--- src/rtl/multicycle_control_unit.sv ---
// Multi-cycle control FSM: FETCH/DECODE/EXEC/MEM/WB sequencing with a
// memory ready handshake, illegal-opcode pulse and retired counter.
module multicycle_control_unit #(
  parameter int OPCODE_WIDTH = 4,
  parameter int ALU_OP_WIDTH = 3,
  parameter int CNT_WIDTH    = 16
) (
  input  logic                    clk,
  input  logic                    rst_n,
  input  logic [OPCODE_WIDTH-1:0] op_code,
  input  logic                    zero,
  input  logic                    mem_ready,
  output logic                    pc_write,
  output logic                    pc_src,
  output logic                    ir_write,
  output logic                    i_or_d,
  output logic                    mem_read,
  output logic                    mem_write,
  output logic                    mem_to_reg,
  output logic                    reg_dst,
  output logic                    reg_write,
  output logic                    alu_src,
  output logic                    branch,
  output logic [ALU_OP_WIDTH-1:0] alu_op,
  output logic                    illegal_op,
  output logic [2:0]              state,
  output logic [CNT_WIDTH-1:0]    retired
);

  typedef enum logic [2:0] {
    FETCH  = 3'd0,
    DECODE = 3'd1,
    EXEC   = 3'd2,
    MEM    = 3'd3,
    WB     = 3'd4
  } state_t;

  state_t                  st_q;
  state_t                  nxt;
  logic [OPCODE_WIDTH-1:0] op_q;
  logic                    illegal_q;
  logic [CNT_WIDTH-1:0]    retired_q;

  logic [3:0] op_lo;
  logic [3:0] dec_lo;
  logic       is_lw;
  logic       is_sw;
  logic       is_bne;
  logic       dec_legal;
  logic       done;

  assign op_lo  = op_q[3:0];
  assign dec_lo = op_code[3:0];
  assign is_lw  = (op_lo == 4'h8);
  assign is_sw  = (op_lo == 4'hA);
  assign is_bne = (op_lo == 4'hE);

  // Any set bit above the 4-bit ISA field makes the opcode illegal.
  always_comb begin
    dec_legal = 1'b0;
    if ((op_code >> 4) == '0) begin
      case (dec_lo)
        4'h0, 4'h1, 4'h2, 4'h6,
        4'h7, 4'h8, 4'hA, 4'hE: dec_legal = 1'b1;
        default:                dec_legal = 1'b0;
      endcase
    end
  end

  always_comb begin
    done = 1'b0;
    nxt  = FETCH;
    unique case (st_q)
      FETCH:  nxt = mem_ready ? DECODE : FETCH;
      DECODE: nxt = dec_legal ? EXEC : FETCH;
      EXEC: begin
        if (is_bne) begin
          nxt  = FETCH;
          done = 1'b1;
        end else if (is_lw || is_sw) begin
          nxt = MEM;
        end else begin
          nxt = WB;
        end
      end
      MEM: begin
        if (!mem_ready) begin
          nxt = MEM;
        end else if (is_lw) begin
          nxt = WB;
        end else begin
          nxt  = FETCH;
          done = 1'b1;
        end
      end
      WB: begin
        nxt  = FETCH;
        done = 1'b1;
      end
      default: nxt = FETCH;
    endcase
  end

  always_ff @(posedge clk or negedge rst_n) begin
    if (!rst_n) begin
      st_q      <= FETCH;
      op_q      <= '0;
      illegal_q <= 1'b0;
      retired_q <= '0;
    end else begin
      st_q      <= nxt;
      illegal_q <= (st_q == DECODE) && !dec_legal;
      if (st_q == DECODE) begin
        op_q <= op_code;
      end
      if (done) begin
        retired_q <= retired_q + CNT_WIDTH'(1);
      end
    end
  end

  always_comb begin
    pc_write   = 1'b0;
    pc_src     = 1'b0;
    ir_write   = 1'b0;
    i_or_d     = 1'b0;
    mem_read   = 1'b0;
    mem_write  = 1'b0;
    mem_to_reg = 1'b0;
    reg_dst    = 1'b0;
    reg_write  = 1'b0;
    alu_src    = 1'b0;
    branch     = 1'b0;
    alu_op     = '0;
    unique case (st_q)
      FETCH: begin
        mem_read = 1'b1;
        alu_op   = ALU_OP_WIDTH'(3'b010);
        ir_write = mem_ready;
        pc_write = mem_ready;
      end
      EXEC: begin
        unique case (1'b1)
          is_bne: begin
            alu_op   = ALU_OP_WIDTH'(3'b110);
            branch   = 1'b1;
            pc_write = !zero;
            pc_src   = !zero;
          end
          (is_lw || is_sw): begin
            alu_op  = ALU_OP_WIDTH'(3'b010);
            alu_src = 1'b1;
          end
          default: alu_op = ALU_OP_WIDTH'(op_lo[2:0]);
        endcase
      end
      MEM: begin
        i_or_d    = 1'b1;
        mem_read  = is_lw;
        mem_write = is_sw;
      end
      WB: begin
        reg_write  = 1'b1;
        reg_dst    = !is_lw;
        mem_to_reg = is_lw;
      end
      default: ;
    endcase
  end

  assign illegal_op = illegal_q;
  assign state      = st_q;
  assign retired    = retired_q;

endmodule

--- config.mk ---
export PLATFORM = sky130hd
export DESIGN_NAME = multicycle_control_unit
export DESIGN_NICKNAME = d
export VERILOG_FILES = /design/src/rtl/multicycle_control_unit.sv
export SDC_FILE = /design/constraint.sdc
export NUM_CORES = 1
export LEC_CHECK = 0
export CORE_AREA = 2 2 56 58
export DETAILED_ROUTE_END_ITERATION = 12
export DIE_AREA = 0 0 58 60
export PLACE_DENSITY = 0.87
export SYNTH_ARGS = -nofsm -noshare
export SYNTH_HDL_FRONTEND = slang
export SYNTH_SLANG_ARGS = --single-unit
--- constraint.sdc ---
create_clock -name clk -period 1.8 [get_ports clk]
set_input_delay 0.36 -clock clk [delete_from_list [all_inputs] [get_ports clk]]
set_output_delay 0.36 -clock clk [all_outputs]
set_load 0.1 [all_outputs]
==> impl_metrics.tcl <==
set metrics [dict create \
    outcome "complete, but fails checks" \
    violations "setup timing" \
    peakVddDrop_v 0.00249 \
    cp_data_arrival_time_ps 1770 \
    critPathKind "flip-flop to primary output" \
    ys_ff_latch 24 \
    synthCells 120 \
    finClkSkew_ps 18.3 \
    clock_sinks 24 \
    critical_path.endpoint_type "primary output" \
    syn_to_final_growth_pct 105 \
    die_w_um 58 \
    async_reset_ff_share_pct 100 \
    dp_slack_ps -72.5 \
    viasPerCell 5.63 \
    rows 20 \
    clkTransAtPathRegs_ps 150 \
    clkLatencyLatePin_ps 350 \
    initial_utilization_pct 43.0 \
    rsz0062_at_grt "true" \
    hold_path_class "primary input to async pin" \
    relSlewSlack_pct 78.0 \
    clockBufferDepth 2 \
    path_common_cell "or2_4" \
    hold_violations 0 \
    ys_seq_area_share_pct 48.1 \
    cts_buffers 3 \
    initialDrtViolationCount 41 \
    syn_avg_cell_area_um2 10.4 \
    die-area_um2 3480 \
    synth.cell_area_um2 1250 \
    drive_gt1_share_pct 60.3 \
    finalWorstSetupSlack_ps -326 \
    drv_slew 0 \
    ant_nets 0 \
    drv_cap 0 \
    numPortBuffers 41 \
    cts_tree "built" \
    globalRoute.totalOverflow 0 \
    synth_nets 129 \
    synth_edf_count 0 \
    antenna_cells 0 \
    die_h_um 60 \
    grt_first_pass_wirelength_mm 6.73 \
    dpl.hpwl_mm 2.84 \
    drc 0 \
    fillers 126 \
    slowest_stage "dfrtp_4" \
    critPathMaxFanout 5 \
    timing.rr.end "retired[10]" \
    min_period_ps 2130 \
    fmax_mhz 470 \
    rr_worst_depth 8 \
    power_density_nw_per_um2 1970 \
    regToRegSetupSlack_ps -120 \
    h-tree-depth 1 \
    vias 1278 \
    worst_slew_pin_slew_ps 331 \
    cts.hold.buffers_added 0 \
    first_pass_iters 4 \
    path_cells "or2_4, or2_4, nor2_4, buf_12" \
    setup_viol 23 \
    ys_types 32 \
    wl_per_cell_um 20.0 \
    io_pins 42 \
    timing.rr.start "state[0]" \
    final_nets 204 \
    cts-root-buf "clkbuf_4" \
    grt_pass1_vias 1315 \
    place_congestion 0.896 \
    synth_warnings 0 \
    ff_latch_area_um2 614 \
    cp.required_ps 1440 \
    grt_use_total_pct 26.1 \
    p_leak_nw 1.11 \
    start_kind "flip-flop" \
    fin_crit_sh_pct 118 \
    cp_slowest_stage_delay_ps 520 \
    finish.utilization_pct 88.1 \
    grt_max_degree 25 \
    grt_antenna_before_repair 0 \
    ys.flop_type "dfrtp_1" \
    coreArea_um2 2900 \
    multi_input_area_um2 776 \
    path_buf_inv 1 \
    wl_mm 4.54 \
    path_delay_family "simple AND/OR/NAND/NOR gates" \
]
## worst register-to-register path, cell delays in order (launching register included)
cell,delay [ps]
dfrtp_4,520
or2_4,260
or2_4,310
clkinv_8,80
a21oi_4,40
buf_6,120
nor2_4,160
nand4_1,130
xnor2_1,220
## how the worst max path moves through the flow
stage,from,end,slack (ps),cells after the start
2_1_floorplan,state[2],pc_write,-630,3
3_3_place_gp,mem_ready,ir_write,20,4
3_5_place_dp,state[0],retired[11],-70,7
4_1_cts,state[0],mem_to_reg,-290,4
5_1_grt,state[0],mem_to_reg,-360,4
6_report,state[0],mem_to_reg,-330,4
## through the flow
step / instance area, um2 / TNS (ps) / cells / power, W / hold slack (ps)
finish: 2560 / -4030 / 227 / 0.00503 / 359
global placement: 2250 / 0 / 202 / 0.00412 / 518
global route: 2560 / -5380 / 227 / 0.00518 / 386
floorplan: 1410 / -7500 / 120 / 0.00298 / 64.4
CTS: 2430 / -2960 / 216 / 0.00474 / 382
detailed placement: 2250 / -178 / 202 / 0.00420 / 527
## cell usage after synthesis, types with 2 or more instances
cell / n / share of area [%]
nor2b_1: 4 / 2.0
dfrtp_1: 24 / 48
nand4_1: 5 / 2.5
o22ai_1: 2 / 1.0
xor2_1: 2 / 1.4
clkbuf_1: 2 / 0.60
inv_1: 7 / 2.1
and3_1: 8 / 4.0
and4_1: 2 / 1.4
nand2_1: 6 / 1.8
xnor2_1: 13 / 9.1
mux2_2: 5 / 4.5
a31oi_1: 2 / 1.0
a21oi_1: 3 / 1.2
nand3_1: 10 / 4.0
buf_6: 2 / 1.8
nor2_1: 7 / 2.1
o21ai_0: 2 / 0.80
## cell families after synthesis
logic type                 Yosys count  share of synthesized area, %
DFF                                 24                          48.1
muxes                                5                          4.51
adders and majority gates            1                          1.00
buffers and inverters               12                          4.91
xor gates and xnor gates            15                          10.5
and+or+nand+nor                     50                          24.2
AOI/OAI and AO/OA                   13                          6.72
## timing repair
action	CTS	global route
pin swaps	10	13
gates resized for setup	16	11
buffers inserted	10	11
endpoints found under the setup margin	21	28
## flip-flops by register name (all words and copies together) (netlist names)
register,cells
illegal_op,1
op_lo,4
retired,16
state,3
## power by group
group | internal (W) | leakage (nW) | switching [W]
clock network | 0.000124 | 0.0210 | 0.000185
registers | 0.000702 | 0.305 | 0.000202
logic | 0.00154 | 0.788 | 0.00227
total | 0.00237 | 1.11 | 0.00266
## layer usage
layer  track usage, %  part of all wire [%]  vias up
met5                0                     0        -
met4             9.63                   3.7        0
met3             4.98                   4.4       16
met2             48.2                    54       48
met1             29.7                    38      645
li1                 -                     -      569
## final cells by class
class	instances	area share, %
repair buffers	74	40.7
inverters	8	1.96
flip-flops and latches	24	24.0
multi-input cells	84	30.3
clock buffers	4	1.42
well taps	33	1.61
## layout by cell type (no fill, tap or decap), types with 3 or more instances in the layout
| cell | netlist | layout |
|---|---|---|
| buf_12 | 0 | 35 |
| buf_4 | 0 | 26 |
| dfrtp_1 | 24 | 19 |
| xnor2_1 | 13 | 12 |
| clkdlybuf4s50_1 | 0 | 7 |
| nand3_2 | 1 | 6 |
| and3_1 | 8 | 6 |
| nor2_4 | 0 | 5 |
| mux2_2 | 5 | 5 |
| nand4_1 | 5 | 5 |
| nor2b_4 | 0 | 4 |
| inv_1 | 7 | 4 |
| nand2_1 | 6 | 4 |
| buf_6 | 2 | 4 |
| nand3_1 | 10 | 3 |
| clkbuf_4 | 0 | 3 |
| dfrtp_4 | 0 | 3 |
Note: power is estimated with default switching activity, not from simulation.
